$ cat config.mk
export PLATFORM = sky130hd
export DESIGN_NAME = mvb_rr_merge
export DESIGN_NICKNAME = d
export VERILOG_FILES = /design/src/rtl/mvb_rr_merge.sv
export SDC_FILE = /design/constraint.sdc
export NUM_CORES = 1
export LEC_CHECK = 0
export CORE_AREA = 2 2 264 266
export CTS_BUF_LIST = sky130_fd_sc_hd__clkbuf_4
export CTS_CLUSTER_DIAMETER = 150
export CTS_CLUSTER_SIZE = 10
export DETAILED_ROUTE_END_ITERATION = 10
export DIE_AREA = 0 0 266 268
export PLACE_DENSITY = 0.36
export SYNTH_ARGS = -nofsm -noshare
export SYNTH_HDL_FRONTEND = slang
export SYNTH_SLANG_ARGS = --single-unit
$ cat constraint.sdc
create_clock -name CLK -period 9.4 [get_ports CLK]
set_input_delay 1.88 -clock CLK [delete_from_list [all_inputs] [get_ports CLK]]
set_output_delay 1.88 -clock CLK [all_outputs]
set_load 0.02 [all_outputs]
$ cat src/rtl/mvb_rr_merge.sv
// rtl/mvb_rr_merge.sv - round-robin merge of several MVB streams into one registered output
// Grants whole words from one stream at a time, rotating after MAX_BURST transfers or when idle.
module mvb_rr_merge #(
  parameter int RX_STREAMS     = 4,
  parameter int MVB_ITEMS      = 4,
  parameter int MVB_ITEM_WIDTH = 32,
  parameter int MAX_BURST      = 4
) (
  input  logic                                            CLK,
  input  logic                                            RESET,
  input  logic [RX_STREAMS*MVB_ITEMS*MVB_ITEM_WIDTH-1:0] RX_DATA,
  input  logic [RX_STREAMS*MVB_ITEMS-1:0]                RX_VLD,
  input  logic [RX_STREAMS-1:0]                          RX_SRC_RDY,
  output logic [RX_STREAMS-1:0]                          RX_DST_RDY,
  output logic [MVB_ITEMS*MVB_ITEM_WIDTH-1:0]            TX_DATA,
  output logic [MVB_ITEMS-1:0]                           TX_VLD,
  output logic                                           TX_SRC_RDY,
  input  logic                                           TX_DST_RDY,
  output logic [$clog2(RX_STREAMS)-1:0]                  TX_SEL
);

  localparam int SW = $clog2(RX_STREAMS);
  localparam int CW = (MAX_BURST > 1) ? $clog2(MAX_BURST) : 1;
  localparam int WW = MVB_ITEMS * MVB_ITEM_WIDTH;
  localparam logic [CW-1:0] C_LAST = CW'(MAX_BURST - 1);

  logic [SW-1:0]        g_q, g_d;
  logic [CW-1:0]        c_q, c_d;
  logic [WW-1:0]        data_q, data_d;
  logic [MVB_ITEMS-1:0] vld_q, vld_d;
  logic [SW-1:0]        sel_q, sel_d;
  logic                 rdy_q, rdy_d;

  logic                 load_ok, xfer, g_req;
  logic [WW-1:0]        rx_word;
  logic [MVB_ITEMS-1:0] rx_vld;
  logic                 any_hi, any_lo;
  logic [SW-1:0]        hi_idx, lo_idx, g_next;

  assign load_ok = !rdy_q || TX_DST_RDY;
  assign xfer    = g_req && load_ok;

  always_comb begin
    rx_word = '0;
    rx_vld  = '0;
    g_req   = 1'b0;
    for (int i = 0; i < RX_STREAMS; i++) begin
      if (g_q == SW'(i)) begin
        rx_word = RX_DATA[i*WW +: WW];
        rx_vld  = RX_VLD[i*MVB_ITEMS +: MVB_ITEMS];
        g_req   = RX_SRC_RDY[i];
      end
    end
  end

  always_comb begin
    for (int i = 0; i < RX_STREAMS; i++) begin
      RX_DST_RDY[i] = (g_q == SW'(i)) && load_ok && !RESET;
    end
  end

  // Lowest requester above G wins; otherwise lowest at or below G, so G itself comes last.
  always_comb begin
    any_hi = 1'b0;
    any_lo = 1'b0;
    hi_idx = '0;
    lo_idx = '0;
    for (int i = RX_STREAMS - 1; i >= 0; i--) begin
      if (RX_SRC_RDY[i]) begin
        if (SW'(i) > g_q) begin
          any_hi = 1'b1;
          hi_idx = SW'(i);
        end else begin
          any_lo = 1'b1;
          lo_idx = SW'(i);
        end
      end
    end
    g_next = any_hi ? hi_idx : (any_lo ? lo_idx : g_q);
  end

  always_comb begin
    g_d    = g_q;
    c_d    = c_q;
    data_d = data_q;
    vld_d  = vld_q;
    sel_d  = sel_q;
    rdy_d  = rdy_q;
    if (TX_DST_RDY) rdy_d = 1'b0;
    if (xfer) begin
      // Words with no valid item are consumed here but never reach the output.
      if (|rx_vld) begin
        data_d = rx_word;
        vld_d  = rx_vld;
        sel_d  = g_q;
        rdy_d  = 1'b1;
      end
      if (c_q == C_LAST) begin
        g_d = g_next;
        c_d = '0;
      end else begin
        c_d = c_q + 1'b1;
      end
    end else if (load_ok && (|RX_SRC_RDY)) begin
      g_d = g_next;
      c_d = '0;
    end
  end

  always_ff @(posedge CLK or posedge RESET) begin
    if (RESET) begin
      g_q    <= '0;
      c_q    <= '0;
      data_q <= '0;
      vld_q  <= '0;
      sel_q  <= '0;
      rdy_q  <= 1'b0;
    end else begin
      g_q    <= g_d;
      c_q    <= c_d;
      data_q <= data_d;
      vld_q  <= vld_d;
      sel_q  <= sel_d;
      rdy_q  <= rdy_d;
    end
  end

  assign TX_DATA    = data_q;
  assign TX_VLD     = vld_q;
  assign TX_SEL     = sel_q;
  assign TX_SRC_RDY = rdy_q;

endmodule

==> results.md, run 1 <==
- Post-synthesis simple-gate area fraction: 0.0109
- XOR/XNOR Fraction of Synth Area: 0
- Synth Area in Compound Gates: 0.00855
- Peak supply drop: 0.000172 V
- Via count: 7558
- Final period demand of the worst path: 5.25 ns
- Final setup vio count: 0
- WL/cell: 21.7 um
- Root buf cell: clkbuf_4
- Leakage power figure: 6.07 nW
- Worst min path class: flip-flop to flip-flop
- Hold Fails Final Rpt: 0
- Mapped cell area: 0.00863 mm^2
- Ys async rst share: 1.00
- Largest family of logic cells by synthesized area: multiplexers
- Total Wirelength: 44200 um
- Ys Warns: 0
- Met3 Use GR: 0.0603
- Critical path destination: RX_DST_RDY[0]
- Post-CTS sizing: 0
- CP startpoint: RESET
- Seq/Total Area, Yosys: 0.403
- Die area: 0.0713 mm^2
- Gr busiest metal: met2
- Antenna Violating Nets Remaining: 0
- Placer Congestion: 0.790
- Worst Skew: 0.0233 ns
- EDFF count, synth: 0
- Initial antenna violation count: 16
- # nets final: 1675
- Outcome: completed
- WP data required: 7.52 ns
- Initial core utilization: 0.127
- Worst slew pin tran: 1.01 ns
- Area growth from synthesis to layout: 92.0%
- Largest net degree at the start of global routing: 101
- Worst-skew pair later-pin latency: 0.70 ns
- Power Density: 289 mW/mm^2
- Clk slew on worst S/H paths: 0.12 ns
- Crit. End Element: output port
- Core Box Area: 0.0682 mm^2
- Worst Path Arrival: 3.37 ns
- Core Rows: 96
- Sum Neg Setup Slack: 0 ns
- Mapped Avg Cell Area: 17.7 um^2
- Slew headroom: 0.327
- TritonCTS clock tree: done
- Gr usage total: 0.121
- Met2 Resource Use GR: 0.221
- Commonest cells in the netlist: dfrtp_1, mux4_2, mux2_2, mux2_4, clkbuf_1
- Global route total overflow: 0
- Yosys cell types: 26
- Die Span X: 266 um
- Adder-cell area share of the yosys netlist: 0.00145
- Detailed Routing Iterations Pass 1: 4
- Top post-synthesis cells by area: dfrtp_1, mux4_2, mux2_2
- GR Util met1: 0.121
- Max_cap viols: 0
- Crit path kind: primary input to output port
- Syn Nets: 1024
- Iteration-0 DRC Markers: 201
- Cts hold-fix bufs: 0
- RSZ-0062 raised after global routing: false
- Most common cell in the netlist: dfrtp_1
- Num CTS Buffers: 17
- CTS Buffer Depth: 2
- #FFs+latches synth: 139
- DP HPWL: 35300 um
- Period utilization: 0.558
- Synth Instances: 488
- Post-synth top area cell: dfrtp_1
- Clk sinks: 139
- Vias per Instance: 3.70
- R2r startpoint: g_q[1]$_DFFE_PP0P_
- Top cell type's share of synthesized area: 0.403
- Global-route wire length before repair: 61100 um
- # Post-CTS Setup Buffers: 0
- CP Launch Type: primary input
- Final Max Tran Viols: 0
- Ports: 674
- Primary FF master, synth: dfrtp_1
- Vias in the first global route: 8637
- Share of layout cells above drive strength 1: 0.267
- Die Y: 268 um
- DR DRC count: 0
- CP Max Fanout: 4
- FMAX: 191 MHz
- Number of buffers added on ports: 673
- Mux contribution to synthesized area: 0.545
- Worst hold slack: 0.520 ns
- R2R setup slack: 4.90 ns
- CTS H-tree depth: 4
- R2R cell count: 5
- FF-to-FF End: TX_DATA[26]$_DFFE_PP0P_
-- worst min path at each step --
stage                                  start                  endpoint  depth (start not counted)
CTS                       c_q[0]$_DFFE_PP0P_        c_q[0]$_DFFE_PP0P_                          1
finish               TX_DATA[77]$_DFFE_PP0P_   TX_DATA[77]$_DFFE_PP0P_                          1
global placement          c_q[0]$_DFFE_PP0P_        c_q[0]$_DFFE_PP0P_                          1
floorplan                 c_q[0]$_DFFE_PP0P_        c_q[0]$_DFFE_PP0P_                          1
detailed placement  TX_DATA[102]$_DFFE_PP0P_  TX_DATA[102]$_DFFE_PP0P_                          1
global route         TX_DATA[75]$_DFFE_PP0P_   TX_DATA[75]$_DFFE_PP0P_                          1
-- state kept, by name, summed over array words and instances, names as in the netlist --
name,flops
TX_DATA,128
TX_VLD,4
TX_SEL,2
c_q,2
g_q,2
TX_SRC_RDY,1
-- power breakdown --
part / internal [mW] / total (mW) / leakage (nW) / switching (mW)
combinational: 1.83 / 3.21 / 4.31 / 1.38
sequential: 0.922 / 1.18 / 1.63 / 0.254
clock: 0.130 / 0.407 / 0.130 / 0.277
-- cell type report --
class / instances / area (um^2)
clock buffers: 17 / 128
diodes: 7 / 17.5
multi-input cells: 298 / 4890
well taps: 882 / 1100
flip-flops and latches: 139 / 3490
fillers: 7174 / 51700
repair buffers: 679 / 6810
clock inverters: 15 / 123
inverters: 4 / 20.0
-- layer usage --
layer  share of wire  routed length, um
met5          0.0026                115
met4           0.016                706
met3            0.11               4760
met2            0.53              23300
met1            0.35              15300
-- placed cells by master (no fill, tap or decap) --
cell,count
inv_1,3
clkbuf_4,17
clkinv_1,2
dfrtp_1,137
clkdlybuf4s50_1,673
nand2b_1,4
inv_6,5
buf_12,2
clkinv_2,4
nor2_1,2
o41ai_1,1
and2_1,1
nor4_1,2
and3_1,2
or2_1,1
diode_2,7
ha_1,1
mux2_2,87
o21ai_0,2
a21oi_1,4
mux2i_1,1
nor2b_1,2
dfrtp_4,2
clkinvlp_4,4
o41a_2,1
o221ai_1,1
buf_4,4
a31oi_1,1
mux2_4,48
mux4_2,133
bufinv_16,1
nand2_1,3
a22o_1,1
-- through the flow --
stage / power [mW] / worst slack [ns] / utilization / cell area (um^2) / instances
finish: 4.79 / 4.15 / 0.243 / 16600 / 2041
CTS: 4.95 / 4.16 / 0.243 / 16600 / 2034
global placement: 4.51 / 4.15 / 0.239 / 16300 / 2002
floorplan: 3.13 / 3.80 / - / 8630 / 488
detailed placement: 4.49 / 4.16 / 0.239 / 16300 / 2002
global route: 5.12 / 4.11 / 0.243 / 16600 / 2036
-- cells by family after synthesis --
logic type / after synthesis
flops: 139
compound gates: 11
mux: 269
buf+inv: 51
simple gates: 17
fa+ha+maj: 1
-- critical path, stage by stage --
cell             delay (ns)
clkdlybuf4s50_1        0.52
nor4_1                 0.30
clkdlybuf4s50_1        0.67
Power figures use the tool's default switching activity.
==> run 2: changes to the inputs <==
Settings changed: CORE_AREA 2 2 264 266 to 2 2 263 265, DIE_AREA 0 0 266 268 to 0 0 265 267, PLACE_DENSITY 0.36 to 0.37.
Clock period 9.4 ns to 4.3 ns, I/O delays scaled along.
==> run 2 against run 1 <==
Compared with the run above:
- register-to-register slack worse by 3.8 ns
- clock skew down 0.0049 ns
- largest power group unchanged
- worst setup slack worse by 3.5 ns
- critical path depth unchanged
- via count down 0.30%
- die area down 0.75%
- count of clock-buffer cells in the layout up 1
- wire length down 3.4%
==> results.md, run 2 (synthesized netlist as in run 1, its figures left out) <==
- Outcome: completed (unchanged)
- Worst path cell trace: inv_1 > nor4_1 > clkdlybuf4s50_1 (was clkdlybuf4s50_1 > nor4_1 > clkdlybuf4s50_1)
- Period utilization: 0.852
- Global route total overflow: 0 (unchanged)
- Worst Path Arrival: 2.80 ns (was 3.37 ns)
- Antenna Violating Nets Remaining: 0 (unchanged)
- Gr usage total: 0.119 (was 0.121)
- Share of layout cells above drive strength 1: 0.273 (was 0.267)
- DR DRC count: 0 (unchanged)
- Max_cap viols: 0 (unchanged)
- Clk slew on worst S/H paths: 0.13 ns (was 0.12 ns)
- Slowest cell on crit path: dfrtp_4 (was clkdlybuf4s50_1)
- Detailed Routing Iterations Pass 1: 4 (unchanged)
- Worst hold slack: 0.516 ns (was 0.520 ns)
- Area growth from synthesis to layout: 93.1% (was 92.0%)
- Worst-skew pair later-pin latency: 0.67 ns (was 0.70 ns)
- Initial antenna violation count: 8 (was 16)
- Iteration-0 DRC Markers: 167 (was 201)
- Crit path kind: flip-flop to output port (was primary input to output port)
- CP Max Fanout: 38 (was 4)
- Power Density: 630 mW/mm^2 (was 289 mW/mm^2)
- # nets final: 1682 (was 1675)
- Peak supply drop: 0.000219 V (was 0.000172 V)
- Crit path buf inv count: 2 (unchanged)
- Commonest non-fill, non-tap cell in the layout: clkdlybuf4s50_1 (unchanged)
- Leakage power figure: 6.12 nW (was 6.07 nW)
- Final Instance Count excl. Fillers: 2044 (was 2041)
- Crit. End Element: output port (unchanged)
- Hold Fails Final Rpt: 0 (unchanged)
- Initial core utilization: 0.127 (about the same)
- Vias per Instance: 3.69 (was 3.70)
- Placer Congestion: 0.760 (was 0.790)
- Ports: 674 (unchanged)
- Crit path largest cell delay: 0.98 ns (was 0.67 ns)
- Post-CTS sizing: 0 (unchanged)
- Core Rows: 96 (unchanged)
- Final period demand of the worst path: 3.66 ns
- Placed cells: 2009 (was 2002)
- Sum Neg Setup Slack: 0 ns (unchanged)
- Worst slew pin tran: 0.806 ns (was 1.01 ns)
- Clk sinks: 139 (unchanged)
- Root buf cell: clkbuf_4 (unchanged)
- # Post-CTS Setup Buffers: 0 (unchanged)
- CTS Buffer Depth: 2 (unchanged)
- CP top delay family: flip-flops (was buffers and inverters)
- Area of the multi-input gates: 0.00489 mm^2 (unchanged)
- Core Box Area: 0.0680 mm^2 (was 0.0682 mm^2)
- CTS H-tree depth: 4 (unchanged)
- Register area: 0.00349 mm^2 (unchanged)
- Worst min path class: flip-flop to flip-flop (unchanged)
- Num CTS Buffers: 17 (unchanged)
- FMAX: 273 MHz
- WP data required: 3.44 ns (was 7.52 ns)
- Die area: 0.0708 mm^2 (was 0.0713 mm^2)
- RSZ-0062 raised after global routing: false (unchanged)
- Largest net degree at the start of global routing: 75 (was 101)
- Most frequent cells in the layout: clkdlybuf4s50_1, dfrtp_1, mux4_2 (unchanged)
- Max FFs per register: 128 (unchanged)
- Vias in the first global route: 8456 (was 8637)
- Global-route wire length before repair: 60000 um (was 61100 um)
- DP HPWL: 35200 um (was 35300 um)
- Worst Skew: 0.0183 ns (was 0.0233 ns)
- Slew headroom: 0.463 (was 0.327)
- Cts hold-fix bufs: 0 (unchanged)
- Fillers: 7104 (was 7174)
- Final Max Tran Viols: 0 (unchanged)
- Die Y: 267 um (was 268 um)
- Via count: 7535 (was 7558)
- WL/cell: 20.9 um (was 21.7 um)
- Die Span X: 265 um (was 266 um)
- Number of buffers added on ports: 673 (unchanged)
- TritonCTS clock tree: done (unchanged)
- Total Wirelength: 42700 um (was 44200 um)
- Final setup vio count: 0 (unchanged)
- CP Launch Type: flip-flop (was primary input)
run 2: cell types whose count changed in the layout (fill, tap and decap cells not counted):
cell,delta
buf_4,+5
diode_2,-4
buf_12,+2
bufinv_16,+1
clkbuf_4,+1
clkinv_1,-1
clkinv_2,-1
clkinvlp_4,+1
inv_6,-1
run 2: worst paths after layout:
kind	slack, ns	to	depth (start not counted)	from
worst max register to register	1.08	TX_DATA[35]$_DFFE_PP0P_	4	g_q[0]$_DFFE_PP0P_
max in group asynchronous	3.12	TX_DATA[8]$_DFFE_PP0P_	3	RESET
min in group asynchronous	0.76	g_q[1]$_DFFE_PP0P_	3	RESET
worst min-delay path	0.52	TX_DATA[84]$_DFFE_PP0P_	1	TX_DATA[84]$_DFFE_PP0P_
worst min register to register	0.52	TX_DATA[84]$_DFFE_PP0P_	1	TX_DATA[84]$_DFFE_PP0P_
worst max-delay path	0.64	RX_DST_RDY[1]	3	g_q[0]$_DFFE_PP0P_
run 2: cell type report:
cell class / instances / area share
Sequential cell: 139 / 0.209
Clock buffer: 18 / 0.00811
Multi-Input combinational cell: 298 / 0.293
Clock inverter: 14 / 0.00863
Timing Repair Buffer: 686 / 0.413
Antenna cell: 3 / 0.000450
Tap cell: 882 / 0.0662
Inverter: 4 / 0.00113
run 2: power by group:
group	leakage (nW)	internal (mW)	switching, mW	total (mW)
clock network	0.143	0.352	0.583	0.935
logic	4.35	4.01	2.99	6.99
registers	1.63	2.02	0.560	2.58
total	6.12	6.38	4.13	10.5
run 2: per-stage QoR:
step	util	setup WS (ns)	power, mW	cell area (um^2)
6_report	0.245	0.635	10.5	16700
5_1_grt	0.245	0.268	11.2	16700
4_1_cts	0.245	0.400	10.8	16700
3_5_place_dp	0.241	0.844	9.81	16400
3_3_place_gp	0.241	0.886	9.83	16400
2_1_floorplan	-	1.70	6.84	8630
run 2: layer usage:
layer  track usage  share of wire
met2         0.219           0.53
met5             0         0.0011
met3        0.0491          0.096
met4        0.0341          0.013
met1         0.124           0.36
==> RTL change (config.mk and constraints of run 1) <==
Set the parameter `RX_STREAMS` to 2 (it was 4).
--- a/src/rtl/mvb_rr_merge.sv
+++ b/src/rtl/mvb_rr_merge.sv
@@ -1,7 +1,7 @@
 // rtl/mvb_rr_merge.sv - round-robin merge of several MVB streams into one registered output
 // Grants whole words from one stream at a time, rotating after MAX_BURST transfers or when idle.
 module mvb_rr_merge #(
-  parameter int RX_STREAMS     = 4,
+  parameter int RX_STREAMS     = 2,
   parameter int MVB_ITEMS      = 4,
   parameter int MVB_ITEM_WIDTH = 32,
   parameter int MAX_BURST      = 4
Interface: changed (5 resized); port bits go from 674 to 405. No check against the original RTL was run, so the function may have changed too.
==> RTL change against run 1 <==
Synthesized cell count shrank 6.1%. Design area down 26%. Critical path depth grew 1. Sequential cell count decreased by 2. Count of clock-buffer cells in the layout stayed put. Setup slack worse by 0.33 ns. Power fell by 28%. Area after synthesis shrank 20%. Utilization decreased by 6.3 points. Wire length is 43% lower. Critical path type unchanged. Largest cell class unchanged.
==> RTL change: results (changes against run 1) <==
syn_nets: 728  # -29%
ff2ff_path_depth: 4  # -1
drt-total-wl_um: 25200  # -43%
timing.rr.end: "TX_DATA[60]"
hpwl_um: 18500  # -47%
worst_slew_margin_rel_pct: 35.9  # +3.2 points
period_share_pct: 59.4  # +3.5 points
yosys-top-cells-area: "dfrtp_1 49%, mux2_2 33%, mux2_4 12%"
cpPeakStageDelay_ns: 0.62  # -0.05 ns
gp_congestion: 0.664  # -16%
clk_pin_slew_ns: 0.14  # +0.02 ns
hold_path_end: "TX_VLD[3]"
yosys_most_used_dff: "dfrtp_1"
fill_cells: 7493  # +4.4%
r2r_slack_ns: 5.84  # +0.94 ns
reg2reg_from: "g_q"
min_from: "TX_VLD[3]"
crit_arrival_ns: 3.70  # +0.33 ns
ys_types: 27  # +3.8%
drtIter0Drc: 113  # -44%
leakage_nw: 4.73  # -22%
h-tree-depth: 4  # unchanged
grt_pass1_wl_um: 37000  # -39%
timing.hold.ws_ns: 0.514  # -0.00592 ns
grt_max_degree: 67  # -34%
clock_skew_ns: 0.0251  # +0.00186 ns
io_buffers: 404  # -40%
peakVddDrop_mv: 0.0792  # -54%
internal_power_mw: 2.15  # -25%
grt_pass1_vias: 5822  # -33%
clk_path_buf_depth: 2  # unchanged
cts-root-buf: "clkbuf_4"
critPathMaxFanout: 56  # +52
synth_common_cells: "202 x mux2_2, 137 x dfrtp_1, 55 x mux2_4"
yosysSeqAreaShare_pct: 49.4  # +9.1 points
finalNetCount: 1126  # -33%
antenna_found_initial: 2  # -14
vias_per_cell: 2.99  # -19%
outcome: "complete, no violations"
drive_gt1_share_pct: 34.4  # +7.7 points
grtUsageTotal_pct: 7.16  # -5.0 points
-- RTL change: per-stage QoR --
| step | worst slack [ns] | cell area, um2 | std cells |
|---|---|---|---|
| final | 3.82 | 12300 | 1758 |
| after global routing | 3.67 | 12300 | 1758 |
| after CTS | 3.73 | 12300 | 1751 |
| after detailed placement | 3.74 | 12000 | 1719 |
| after global placement | 3.76 | 12000 | 1719 |
| after floorplan | 2.20 | 6940 | 458 |
-- RTL change: how the worst max path moves through the flow --
| stage | cells past startpoint | slack, ns | endpoint |
|---|---|---|---|
| final | 4 | 3.82 | RX_DST_RDY[1] |
| after global placement | 4 | 3.76 | RX_DST_RDY[1] |
| after global routing | 4 | 3.67 | RX_DST_RDY[1] |
| after CTS | 4 | 3.73 | RX_DST_RDY[1] |
| after floorplan | 2 | 2.20 | RX_DST_RDY[1] |
| after detailed placement | 4 | 3.74 | RX_DST_RDY[1] |
-- RTL change: cell type report --
cell class	instances	area, um2	area share, %
antenna	7	17.5	0.143
clock buffer	17	128	1.04
clock inverter	15	175	1.43
inverter	2	12.5	0.102
multi-input combinational	288	3330	27.1
sequential	137	3430	27.9
tap	882	1100	8.98
timing repair buffer	410	4090	33.3
-- RTL change: routing by layer --
metal	wire [um]	share of wire [%]	track usage (%)
met4	360	1.4	2.78
met1	9750	39	7.51
met2	12300	49	11.9
met3	2770	11	4.01
met5	0	0	0
-- RTL change: worst max-delay path: cells and delay by family --
family                 cells  cell delay, ns
buffers and inverters      3            1.56
AND/OR/NAND/NOR            1            0.26
-- RTL change: power by group through the flow --
stage	Sequential (mW)	Clock (mW)	Combinational (mW)
after detailed placement	1.07	0	1.98
final	1.05	0.460	1.93
after global placement	1.06	0	1.99
after CTS	1.06	0.506	1.98
after floorplan	1.41	0	0.704
after global routing	1.10	0.528	2.05
-- RTL change: cell families (layout without fill, tap and decap cells) --
group | count (synthesis) | after routing | share of synthesized area, %
compound gates | 13 | 13 | 1.39
fa+ha+maj | 1 | 1 | 0.180
buf+inv | 33 | 444 | 2.81
flops | 137 | 137 | 49.4
mux | 261 | 261 | 45.2
other cells | 0 | 7 | 0
simple gates | 13 | 13 | 1.03
